`src/rtl/fv_bank_cntl.sv`:
```
// Per-bank FV responder: accepts one vector request, reads NUM_BEATS SRAM words
// and streams them to the PE side through a 2-entry buffer with valid/ready.
module fv_bank_cntl #(
    parameter int unsigned ADDR_W    = 2,
    parameter int unsigned TAG_W     = 4,
    parameter int unsigned DATA_W    = 64,
    parameter int unsigned NUM_BEATS = 4
) (
    input  logic                                  clk,
    input  logic                                  reset,
    input  logic                                  req_valid,
    input  logic [TAG_W-1:0]                      req_PE_tag,
    input  logic [ADDR_W-1:0]                     req_FV_Bank_addr,
    output logic                                  Bank_busy,
    output logic                                  sram_rd_en,
    output logic [ADDR_W+$clog2(NUM_BEATS)-1:0]   sram_addr,
    input  logic [DATA_W-1:0]                     sram_rdata,
    output logic                                  out_valid,
    input  logic                                  out_ready,
    output logic [DATA_W-1:0]                     out_data,
    output logic [TAG_W-1:0]                      out_PE_tag,
    output logic                                  out_last,
    output logic                                  proto_err
);

    localparam int unsigned BEAT_W = $clog2(NUM_BEATS);
    localparam logic [BEAT_W-1:0] LAST_BEAT = BEAT_W'(NUM_BEATS - 1);

    typedef enum logic [1:0] {
        IDLE  = 2'd0,
        READ  = 2'd1,
        DRAIN = 2'd2
    } state_t;

    state_t              state;
    logic                busy_q;
    logic                err_q;
    logic [TAG_W-1:0]    tag_q;
    logic [ADDR_W-1:0]   addr_q;
    logic [BEAT_W-1:0]   issue_cnt;
    logic [BEAT_W-1:0]   ret_cnt;
    logic                rdv;
    logic [DATA_W-1:0]   buf_data [2];
    logic                buf_last [2];
    logic                wr_ptr;
    logic                rd_ptr;
    logic [1:0]          count;

    logic                pop;
    logic                credit_ok;

    // Buffer head drives the PE-side beat; the tag belongs to the vector in flight.
    assign out_valid  = (count != 2'd0);
    assign out_data   = buf_data[rd_ptr];
    assign out_last   = buf_last[rd_ptr];
    assign out_PE_tag = tag_q;
    assign pop        = out_valid & out_ready;

    // A read issued now lands in the buffer next cycle; what will already be held
    // at the end of this cycle must leave room for it.
    assign credit_ok  = ((3'(count) + 3'(rdv)) <= (3'd1 + 3'(pop)));
    assign sram_rd_en = (state == READ) && credit_ok;
    assign sram_addr  = {addr_q, issue_cnt};

    assign Bank_busy  = busy_q;
    assign proto_err  = err_q;

    always_ff @(posedge clk) begin
        if (!reset) begin
            state     <= IDLE;
            busy_q    <= 1'b0;
            err_q     <= 1'b0;
            tag_q     <= '0;
            addr_q    <= '0;
            issue_cnt <= '0;
            ret_cnt   <= '0;
            rdv       <= 1'b0;
            wr_ptr    <= 1'b0;
            rd_ptr    <= 1'b0;
            count     <= 2'd0;
            for (int i = 0; i < 2; i++) begin
                buf_data[i] <= '0;
                buf_last[i] <= 1'b0;
            end
        end else begin
            rdv <= sram_rd_en;

            if (sram_rd_en) begin
                issue_cnt <= issue_cnt + BEAT_W'(1);
            end

            // Returning word enters the buffer tagged with its beat position.
            if (rdv) begin
                buf_data[wr_ptr] <= sram_rdata;
                buf_last[wr_ptr] <= (ret_cnt == LAST_BEAT);
                wr_ptr           <= ~wr_ptr;
                ret_cnt          <= ret_cnt + BEAT_W'(1);
            end

            if (pop) begin
                rd_ptr <= ~rd_ptr;
            end

            count <= count + 2'(rdv) - 2'(pop);

            if (req_valid && busy_q) begin
                err_q <= 1'b1;
            end

            case (state)
                IDLE: begin
                    if (req_valid) begin
                        tag_q     <= req_PE_tag;
                        addr_q    <= req_FV_Bank_addr;
                        issue_cnt <= '0;
                        ret_cnt   <= '0;
                        busy_q    <= 1'b1;
                        state     <= READ;
                    end
                end
                READ: begin
                    if (sram_rd_en && (issue_cnt == LAST_BEAT)) begin
                        state <= DRAIN;
                    end
                end
                DRAIN: begin
                    if (pop && out_last) begin
                        busy_q <= 1'b0;
                        state  <= IDLE;
                    end
                end
                default: begin
                    busy_q <= 1'b0;
                    state  <= IDLE;
                end
            endcase
        end
    end

endmodule

```
`config.mk`:
```
export PLATFORM = sky130hd
export DESIGN_NAME = fv_bank_cntl
export DESIGN_NICKNAME = d
export VERILOG_FILES = /design/src/rtl/fv_bank_cntl.sv
export SDC_FILE = /design/constraint.sdc
export NUM_CORES = 1
export LEC_CHECK = 0
export BUFFER_PORTS_ARGS = -buffer_cell sky130_fd_sc_hd__buf_2
export CORE_UTILIZATION = 41
export CTS_BUF_LIST = sky130_fd_sc_hd__clkbuf_8
export DETAILED_ROUTE_END_ITERATION = 12
export PLACE_DENSITY = 0.66
export SKIP_CTS_REPAIR_TIMING = 1
export SYNTH_ARGS = -nofsm -noshare
export SYNTH_HDL_FRONTEND = slang
export SYNTH_SLANG_ARGS = --single-unit
```
`constraint.sdc`:
```
create_clock -name clk -period 4 [get_ports clk]
set_clock_uncertainty 0.05 [all_clocks]
set_input_delay 0.8 -clock clk [delete_from_list [all_inputs] [get_ports clk]]
set_output_delay 0.8 -clock clk [all_outputs]
set_load 0.01 [all_outputs]
```
Word-level counts from Yosys, hierarchy flattened
Memories as Yosys holds them, arrays and structs flattened. A register that Yosys moved wholly into a read port is not among the register bits.
Index checks and enable logic that the tools add are counted.
Storage, ports and cells
  register bits: 19
  bits in writable memories: 130
  bits of input ports: 74
  logic and storage cells: 69
  memories kept: 2
Operators by class
  reduce and logical (&&, ||, !) cells: 11
  bitwise operators: 4
  order comparisons: 1
  equality and inequality tests: 7
  $add $sub $neg: 6
  mux-type cells: 27
Memories
  buf_data: depth 2, width 64, rd ports 1, clocked after Yosys merged registers in 1, wr ports 2, line 43  | logic [DATA_W-1:0] buf_data [2];
  buf_last: depth 2, width 1, rd ports 1, clocked after Yosys merged registers in 1, wr ports 2, line 44  | logic buf_last [2];
Operators with widths (number)
  $mux 64: 1
  $reduce_or 64->1: 1
  $mux 2: 9
  $mux 1: 15
  $eq 2x2->1 const B: 3
  $pmux 2 s3: 1
  $reduce_and 3->1: 2
  $add 2x1->2 const B: 2
  $logic_and 1x1->1: 4
  $ne 2x2->1 const B: 2
  $add 2x1->3: 1
  $le 3x2->1: 1
  $not 1->1: 3
  $pmux 1 s3: 1
  $add 1x1->2 const A: 1
  $add 2x1->2: 1
  $eq 2x1->1 const B: 1
  $logic_not 2->1: 1
  $ne 2x1->1 const B: 1
  $reduce_and 2->1: 1
  $reduce_bool 2->1: 1
  $sub 2x1->2: 1
  $and 1x1->1: 1
  $reduce_or 1->1: 1

Logic depth before layout (Yosys ltp)
Gate-level depths: netlist (run 1).
  word-level depth: 8
  depth in mapped cells: 7
  mapped depth without buffers: 7

Worst setup path before layout (run 1)
Ideal clock, no wire load.
  path type: input -> register
  from: input port reset
  to: memory buf_data[1][0], enable pin
  path slack: 0.763 ns
  buffers on the path: 1
  stages on the path: 3
  required time: 3.517 ns
  arrival time: 2.754 ns
  library setup time: 0.433 ns
  cells stage by stage: and3_1 -> buf_2 -> nand2b_1
RTL lines
  from (decl): line 10  | input logic reset,
  to (decl): line 43

Final worst setup path (run 1)
  from: register rdv
  to: output port sram_rd_en
Between the ends
  word-level cells in the longest chain between the ends: 3
Ends and longest elaborated chain
  from (decl): line 42  | logic rdv;
  from (signal assigned): line 86  | rdv <= sram_rd_en;
  $add 2x1->3: line 61  | assign credit_ok = ((3'(count) + 3'(rdv)) <= (3'd1 + 3'(pop)));
  $le 3x2->1: line 61
  $logic_and 1x1->1: line 62  | assign sram_rd_en = (state == READ) && credit_ok;
  to (decl): line 15  | output logic sram_rd_en,
No other way between the ends.

==> reports/results.tsv, run 1 <==
metric	value	unit
top cell type's share of synthesized area	59.8	%
part of the power in combinational logic	8.8	%
#FFs+latches synth	150	
Pins Over Slew Limit	0	
Synth Warn #	0	
core area	15300	um2
Leak	3.28	nW
Synth area leaders	edfxtp_1, and2_1, mux2_2	
initial antenna violation count	1	
Final Critical Period	3290	ps
sequential-to-total area share from yosys stat	66.7	%
grt peak-use layer	met2	
Area after DPL	7390	um2
first drt pass iteration count	4	
PwrDens	421	nW/um2
routability congestion estimate	0.707	
gr ovfl total	0	
maximum VDD drop	172	uV
I/O Pins	151	
die height	127	um
largest area contributor in the netlist	edfxtp_1	
NumNets Final	673	
Die W	127	um
global-route wire length before repair	20100	um
row count	45	
H-tree levels	4	
Final Hold Violating Endpoints	0	
cell internal pwr	2.54	mW
simple-gate portion of the synthesized area	15.0	%
largest net degree at the start of global routing	67	
RSZ-0062 raised after global routing	false	
EDFF count, synth	128	
vias in the first global route	4108	
I/O Buffers	150	
CP required	3150	ps
Flop pwr share	55.1	%
clk_lat worst skew	440	ps
Final setup viols	0	
Crit Path Category	reg2out	
Worst-Margin Slew	947	ps
mux share of post-synthesis cell area	13.1	%
Tcrit/Tclk final	82.2	%
xor/xnor cell area share of the yosys netlist	0.409	%
Synth Area in Compound Gates	1.50	%
antenna viol nets, final	0	
Yosys cell types	29	
Worst-path clk slew	80	ps
routed vias	3865	
relative max-transition margin	36.8	%
setup TNS	0	ps
total CTS buffers	17	
highest clock rate	304	MHz
layout cells sized above 1	43.1	%
total track usage	16.6	%
DR iter-0 viols	176	
CTS max path bufs	2	
final instance area	7800	um2
NetSw	744	uW
routed wire length	12700	um
DR WL/cell	15.5	um
Post-Synth Adder-Cell Area	1.29	%
Post-Synthesis Cell Area	6420	um2
clock sink count	150	
syn_nets	524	
met3 Track Usage GR	5.36	%
crit path capture type	primary output	
Synth Instances	444	
Starting Density	42.1	%
clock network power share	36.1	%
root buffer cell	clkbuf_8	
arrival time worst endpoint	2440	ps
ys flop type	edfxtp_1	
DRC violations left	0	
met1 layer usage reported by global route	18.1	%
Detail Placement HPWL	7730	um
CP Max Fanout	8	
count leader, synth	and2_1	
synthesized area per cell	14.5	um2
synth cell count leaders	and2_1, edfxtp_1, mux2_2	
Switching Fraction	22.7	%
hold crit path type	reg2reg	
Total Power	3.28	mW
largest family of logic cells by synthesized area	simple AND/OR/NAND/NOR gates	
post-DR vias/cell	4.72	
CTS tree	built	
P&R area growth vs syn	21.5	%
Startpoint Class	flip-flop	
M2 GR Usage	29.7	%
die area	16200	um2
status	completed	
fraction of registers with async set/reset	0	%
Max Cap Viol	0	
[critical path: stages (launching register included)]
cell and delay (ps):
dfxtp_1 510, ha_1 230, inv_1 60, fa_1 510, nor3b_1 60, mux2_4 290, nor2_2 180, buf_2 160
[routing by layer]
metal	part of all wire, %	vias up
met5	0	-
met4	1.6	0
met3	5.5	16
met2	52	96
met1	41	1902
li1	-	1851
[worst paths after layout]
| kind | endpoint | start | cells past startpoint | slack [ps] |
|---|---|---|---|---|
| setup / recovery | sram_rd_en | rdv | 7 | 710 |
| hold / removal | Bank_busy | state[1] | 1 | 410 |
| setup reg to reg | issue_cnt[1] | rdv | 7 | 1660 |
| hold reg to reg | Bank_busy | state[1] | 1 | 410 |
[sequential cells by signal, summed over array words and instances, names as in the netlist, named ones only]
| signal | count |
|---|---|
| ret_cnt | 2 |
| rd_ptr | 1 |
| wr_ptr | 1 |
| proto_err | 1 |
| state | 2 |
| out_PE_tag | 4 |
| addr_q | 2 |
| buf_last | 2 |
| count | 2 |
| rdv | 1 |
| issue_cnt | 2 |
| Bank_busy | 1 |
| buf_data | 128 |
[metrics by stage]
step | instances | setup slack, ps | utilization [%] | hold WS, ps
2_1_floorplan | 444 | 763 | - | 379
3_3_place_gp | 785 | 828 | 48.5 | 402
3_5_place_dp | 785 | 759 | 48.5 | 413
4_1_cts | 817 | 649 | 51.1 | 416
5_1_grt | 817 | 536 | 51.1 | 429
6_report | 818 | 710 | 51.2 | 415
[cells by family (layout without fill, tap and decap cells)]
group           after synthesis  count (layout)
simple gates                163             163
compound gates               15              15
other cells                   0               1
xor+xnor                      3               3
fa+ha+maj                     6               6
flops                       150             150
mux                          75              75
buf+inv                      32             194
[power by group through the flow]
| stage | Sequential, mW | Clock, mW | Combinational [mW] |
|---|---|---|---|
| finish | 1.81 | 1.18 | 0.290 |
| detailed placement | 1.85 | 0 | 0.294 |
| floorplan | 1.83 | 0 | 0.169 |
| global placement | 1.84 | 0 | 0.289 |
| CTS | 1.81 | 1.22 | 0.296 |
| global route | 1.82 | 1.28 | 0.319 |
[layout by cell type (no fill, tap or decap), drive strengths merged, types with 2 or more instances in the layout]
master	synthesis	layout
buf	9	154
nor3b	2	2
o21ai	5	5
clkbuf	15	18
mux2i	8	8
a31o	2	2
o211ai	2	2
clkinv	0	5
nor3	2	2
mux2	67	67
nand2	5	5
dfxtp	22	22
inv	8	9
bufinv	0	3
and2	129	129
nand2b	4	4
clkinvlp	0	5
xor2	2	2
a21oi	5	5
edfxtp	128	128
nor2	18	18
ha	5	5
[layout make-up]
cell class,instances,area (um2)
diodes,1,2.50
clock buffers,18,248
clock inverters,14,160
fillers,1324,7450
inverters,8,30.0
multi-input cells,262,2030
flip-flops and latches,150,4290
well taps,211,264
repair buffers,154,781
(Power assumes the default switching activity.)
==> inputs of run 2 (changes only) <==
--- a/config.mk
+++ b/config.mk
@@ -9,7 +9,7 @@
 export CORE_UTILIZATION = 41
 export CTS_BUF_LIST = sky130_fd_sc_hd__clkbuf_8
 export DETAILED_ROUTE_END_ITERATION = 12
-export PLACE_DENSITY = 0.66
+export PLACE_DENSITY = 0.68
 export SKIP_CTS_REPAIR_TIMING = 1
 export SYNTH_ARGS = -nofsm -noshare
 export SYNTH_HDL_FRONTEND = slang
==> constraint.sdc (replaced) <==
create_clock -name clk -period 2.92 [get_ports clk]
set_clock_uncertainty 0.05 [all_clocks]
set_input_delay 0.584 -clock clk [delete_from_list [all_inputs] [get_ports clk]]
set_output_delay 0.584 -clock clk [all_outputs]
set_load 0.01 [all_outputs]
==> run 2 against run 1 <==
  * Final area is 1.5% higher
  * Cell count increased by 1.1%
  * Total power increased by 36%
  * Non-clock buffer count rose by 10
  * Worst hold slack worse by 95 ps
  * Critical path type unchanged
  * Largest power group unchanged
==> reports/results.tsv, run 2 (synthesis gave the netlist of run 1 again) <==
metric	value	unit
final std cells w/o fill	827	
Startpoint Class	flip-flop	
Starting Density	42.1	%
Pins Over Slew Limit	0	
Final setup viols	0	
largest net degree at the start of global routing	67	
H-tree levels	4	
most frequent cells in the layout	buf_2, and2_1, edfxtp_1	
Die W	127	um
vias in the first global route	3897	
max FFs per register	128	
Detail Placement HPWL	8030	um
PwrDens	563	nW/um2
largest register by flop count	buf_data	
DR WL/cell	15.4	um
grt peak-use layer	met2	
ANT cells	0	
CP top delay family	adder cells	
number of cells on the worst hold path	3	
Leak	3.33	nW
hold path startpoint	req_PE_tag[3]	
Max Cap Viol	0	
critical path, cell by cell	ha_2 -> inv_1 -> fa_1 -> nor2_1 -> o211ai_1 -> nor2_4 -> buf_6	
crit path capture type	primary output	
I/O Pins	151	
DR iter-0 viols	182	
relative max-transition margin	60.0	%
Final Critical Period	2840	ps
CTS tree	built	
routability congestion estimate	0.726	
met1 layer usage reported by global route	18.7	%
I/O Buffers	150	
most common cell after layout, fill and taps aside	buf_2	
CTS max path bufs	2	
highest-delay cell along the critical path	fa_1	
M2 GR Usage	28.5	%
R2R Path Start	count[0]	
post-DR vias/cell	4.72	
row count	45	
DRC violations left	0	
final instance area	7920	um2
layout cells sized above 1	44.5	%
clock sink count	150	
CP required	2290	ps
met3 Track Usage GR	4.90	%
Final Hold Violating Endpoints	0	
Inst Count DP	790	
hold endpoint	out_PE_tag[3]	
Worst-path clk slew	80	ps
worst reg-to-reg setup slack	560	ps
Worst-Margin Slew	600	ps
total track usage	16.3	%
routed wire length	12700	um
core area	15300	um2
NumNets Final	683	
maximum VDD drop	249	uV
Area after DPL	7470	um2
status	completed	
antenna viol nets, final	0	
Tcrit/Tclk final	97.3	%
Crit Reg-Reg Endpoint	issue_cnt[1]	
total CTS buffers	17	
P&R area growth vs syn	23.3	%
die height	127	um
first drt pass iteration count	4	
Fill cells	1317	
initial antenna violation count	0	
root buffer cell	clkbuf_8	
Total Power	4.46	mW
die area	16200	um2
Buffers & Inverters on Critical Path	2	
Crit Path Category	reg2out	
global-route wire length before repair	19500	um
gr ovfl total	0	
routed vias	3902	
CP Max Fanout	4	
slowest stage delay, CP	530	ps
highest clock rate	352	MHz
hold crit path type	in2reg	
arrival time worst endpoint	2210	ps
clk_lat worst skew	440	ps
FF-to-FF path depth	9	
-- run 2: changes by cell type in the layout (fill, tap and decap cells not counted), sizes merged --
cell / previous run / this run
buf: 154 / 164
bufinv: 3 / 2
clkbuf: 18 / 19
clkinv: 5 / 4
clkinvlp: 5 / 6
diode: 1 / 0
-- run 2: routing by layer --
layer / vias to the layer above / routed length [um]
li1: 1875 / -
met1: 1908 / 5320
met2: 106 / 6550
met3: 13 / 648
met4: 0 / 191
met5: - / 0
-- run 2: where the power goes --
part           switching, mW  internal [mW]
sequential            0.0380           2.43
clock                  0.770          0.796
combinational          0.222          0.207
total                   1.03           3.43
-- run 2: worst max-delay path by stage --
| stage | slack [ps] | cells past startpoint | start | to |
|---|---|---|---|---|
| 3_5_place_dp | 120 | 8 | out_ready | sram_rd_en |
| 2_1_floorplan | 210 | 2 | reset | buf_data[0][0] |
| 5_1_grt | -30 | 7 | count[0] | sram_rd_en |
| 4_1_cts | -160 | 7 | count[0] | sram_rd_en |
| 3_3_place_gp | 180 | 8 | out_ready | sram_rd_en |
| 6_report | 80 | 7 | count[0] | sram_rd_en |
-- run 2: worst reg2reg max path: stages (launching register included) --
cell	delay, ps
dfxtp_4	380
ha_2	180
inv_1	60
fa_1	530
nor2_1	50
o211ai_1	340
nor2_4	90
buf_4	150
buf_4	120
mux2_1	300
-- run 2: area by class of cell --
cell class / count / area, um2 / area share (%)
Multi-Input combinational cell: 262 / 2040 / 25.8
Tap cell: 211 / 264 / 3.33
Clock inverter: 13 / 133 / 1.67
Inverter: 8 / 30.0 / 0.379
Timing Repair Buffer: 164 / 900 / 11.4
Clock buffer: 19 / 262 / 3.30
Sequential cell: 150 / 4290 / 54.2
-- run 2: stage by stage --
stage	worst slack, ps	util [%]	setup TNS [ps]	hold slack (ps)
finish	79.4	51.9	0	319
global route	-33.4	51.9	-33.4	312
CTS	-164	51.5	-164	285
detailed placement	121	49.0	0	410
global placement	177	49.0	0	402
floorplan	209	-	0	379
==> inputs of run 3 (changes only) <==
--- a/config.mk
+++ b/config.mk
@@ -9,7 +9,7 @@
 export CORE_UTILIZATION = 41
 export CTS_BUF_LIST = sky130_fd_sc_hd__clkbuf_8
 export DETAILED_ROUTE_END_ITERATION = 12
-export PLACE_DENSITY = 0.68
+export PLACE_DENSITY = 0.74
 export SKIP_CTS_REPAIR_TIMING = 1
 export SYNTH_ARGS = -nofsm -noshare
 export SYNTH_HDL_FRONTEND = slang
==> run 3 against run 2 <==
  * Critical path depth unchanged
  * Sequential power about the same
  * Count of clock-buffer cells in the layout did not move
  * Worst setup slack got worse by 1.4 ps
  * Register-to-register slack better by 100 ps
  * Utilization grew 0.38 points
  * Global-route usage rose by 0.25 points
  * Total power grew 4.0%
  * Sequential share of layout area is 0.36 points lower
  * Combinational power barely moved
  * Final area increased by 0.73%
  * Via count down 0.41%
==> reports/results.tsv, run 3 (synthesis gave the netlist of run 1 again) <==
metric	value	unit
status	completed	
H-tree levels	4	
PwrDens	581	nW/um2
total track usage	16.6	%
RSZ-0062 raised after global routing	true	
gr ovfl total	0	
number of cells on the worst hold path	3	
largest net degree at the start of global routing	67	
core area	15300	um2
highest clock rate	352	MHz
Startpoint Class	flip-flop	
Final WS setup	78.0	ps
Worst-path clk slew	80	ps
M1 WL	5290	um
Final Hold Violating Endpoints	0	
total CTS buffers	17	
first drt pass iteration count	4	
Detail Placement HPWL	7980	um
FF-to-FF path depth	8	
final hold slack	324	ps
CP required	2290	ps
hold path startpoint	req_FV_Bank_addr[0]	
antenna viol nets, final	0	
Pins Over Slew Limit	0	
highest-delay cell along the critical path	fa_1	
I/O Pins	151	
Total Power	4.64	mW
hold endpoint	addr_q[0]	
Leak	3.35	nW
Crit Reg-Reg Endpoint	issue_cnt[1]	
R2R Path Start	count[0]	
root buffer cell	clkbuf_8	
routed wire length	12600	um
routed vias	3886	
die area	16200	um2
relative max-transition margin	59.3	%
arrival time worst endpoint	2210	ps
slowest stage delay, CP	530	ps
maximum VDD drop	256	uV
Max Cap Viol	0	
Final Critical Period	2840	ps
met3 routed WL	533	um
I/O Buffers	150	
layout cells sized above 1	44.6	%
initial antenna violation count	0	
DR iter-0 viols	169	
CTS max path bufs	2	
pre-CTS setup slack	145	ps
Finished Core Util	52.3	%
vias in the first global route	4119	
max FFs per register	128	
routability congestion estimate	0.756	
most frequent cells in the layout	buf_2, and2_1, edfxtp_1	
Top Layer Used	met4	
worst reg-to-reg setup slack	660	ps
most common cell after layout, fill and taps aside	buf_2	
CTS tree	built	
DRC violations left	0	
critical path, cell by cell	ha_4 -> inv_2 -> fa_1 -> nor2_1 -> o211ai_1 -> nor2_4 -> buf_6	
setup TNS	0	ps
die height	127	um
Crit Path Category	reg2out	
clk_lat worst skew	440	ps
DR WL/cell	15.3	um
Tcrit/Tclk final	97.3	%
P&R area growth vs syn	24.2	%
global-route wire length before repair	20000	um
post-DR vias/cell	4.70	
crit path capture type	primary output	
clock sink count	150	
Die W	127	um
metal2 WL	6550	um
NumNets Final	682	
ANT cells	0	
largest register by flop count	buf_data	
CP Max Fanout	5	
Final setup viols	0	
hold crit path type	in2reg	
Worst-Margin Slew	611	ps
Starting Density	42.1	%
row count	45	
[run 3: stage by stage]
step | instances | area, um2
finish | 826 | 7980
detailed placement | 789 | 7460
global placement | 789 | 7460
floorplan | 444 | 6430
global route | 826 | 7980
CTS | 821 | 7900
[run 3: layout make-up]
| cell class | instances | area, um2 |
|---|---|---|
| Multi-Input combinational cell | 262 | 2060 |
| Sequential cell | 150 | 4300 |
| Clock buffer | 19 | 262 |
| Timing Repair Buffer | 163 | 892 |
| Inverter | 8 | 30.0 |
| Tap cell | 211 | 264 |
| Clock inverter | 13 | 178 |
| Fill cell | 1317 | 7280 |
[run 3: how the worst max path moves through the flow]
stage,start,cells after the start,endpoint
after global placement,out_ready,8,sram_rd_en
after floorplan,reset,2,buf_data[0][0]
after detailed placement,out_ready,8,sram_rd_en
final,count[0],7,sram_rd_en
after CTS,count[0],7,sram_rd_en
after global routing,count[0],7,sram_rd_en
[run 3: per-layer routing]
layer  global-route usage (%)  vias to the layer above
met4                     8.12                        0
met1                     18.2                     1907
li1                         -                     1870
met5                        0                        -
met3                     4.77                       20
met2                     29.5                       89
[run 3: worst max-delay path: cells and delay by family (launching register included)]
family | cells | cell delay [ps]
AO/OA/AOI/OAI | 1 | 370
adder cells (fa/ha/maj) | 2 | 680
buffers and inverters | 2 | 160
flip-flops | 1 | 400
AND/OR/NAND/NOR | 2 | 160
[run 3: power by group]
| part | leakage [nW] | switching, mW | total, mW | internal (mW) |
|---|---|---|---|---|
| clock | 0.212 | 0.775 | 1.75 | 0.971 |
| sequential | 1.52 | 0.0368 | 2.47 | 2.43 |
| combinational | 1.62 | 0.222 | 0.427 | 0.205 |
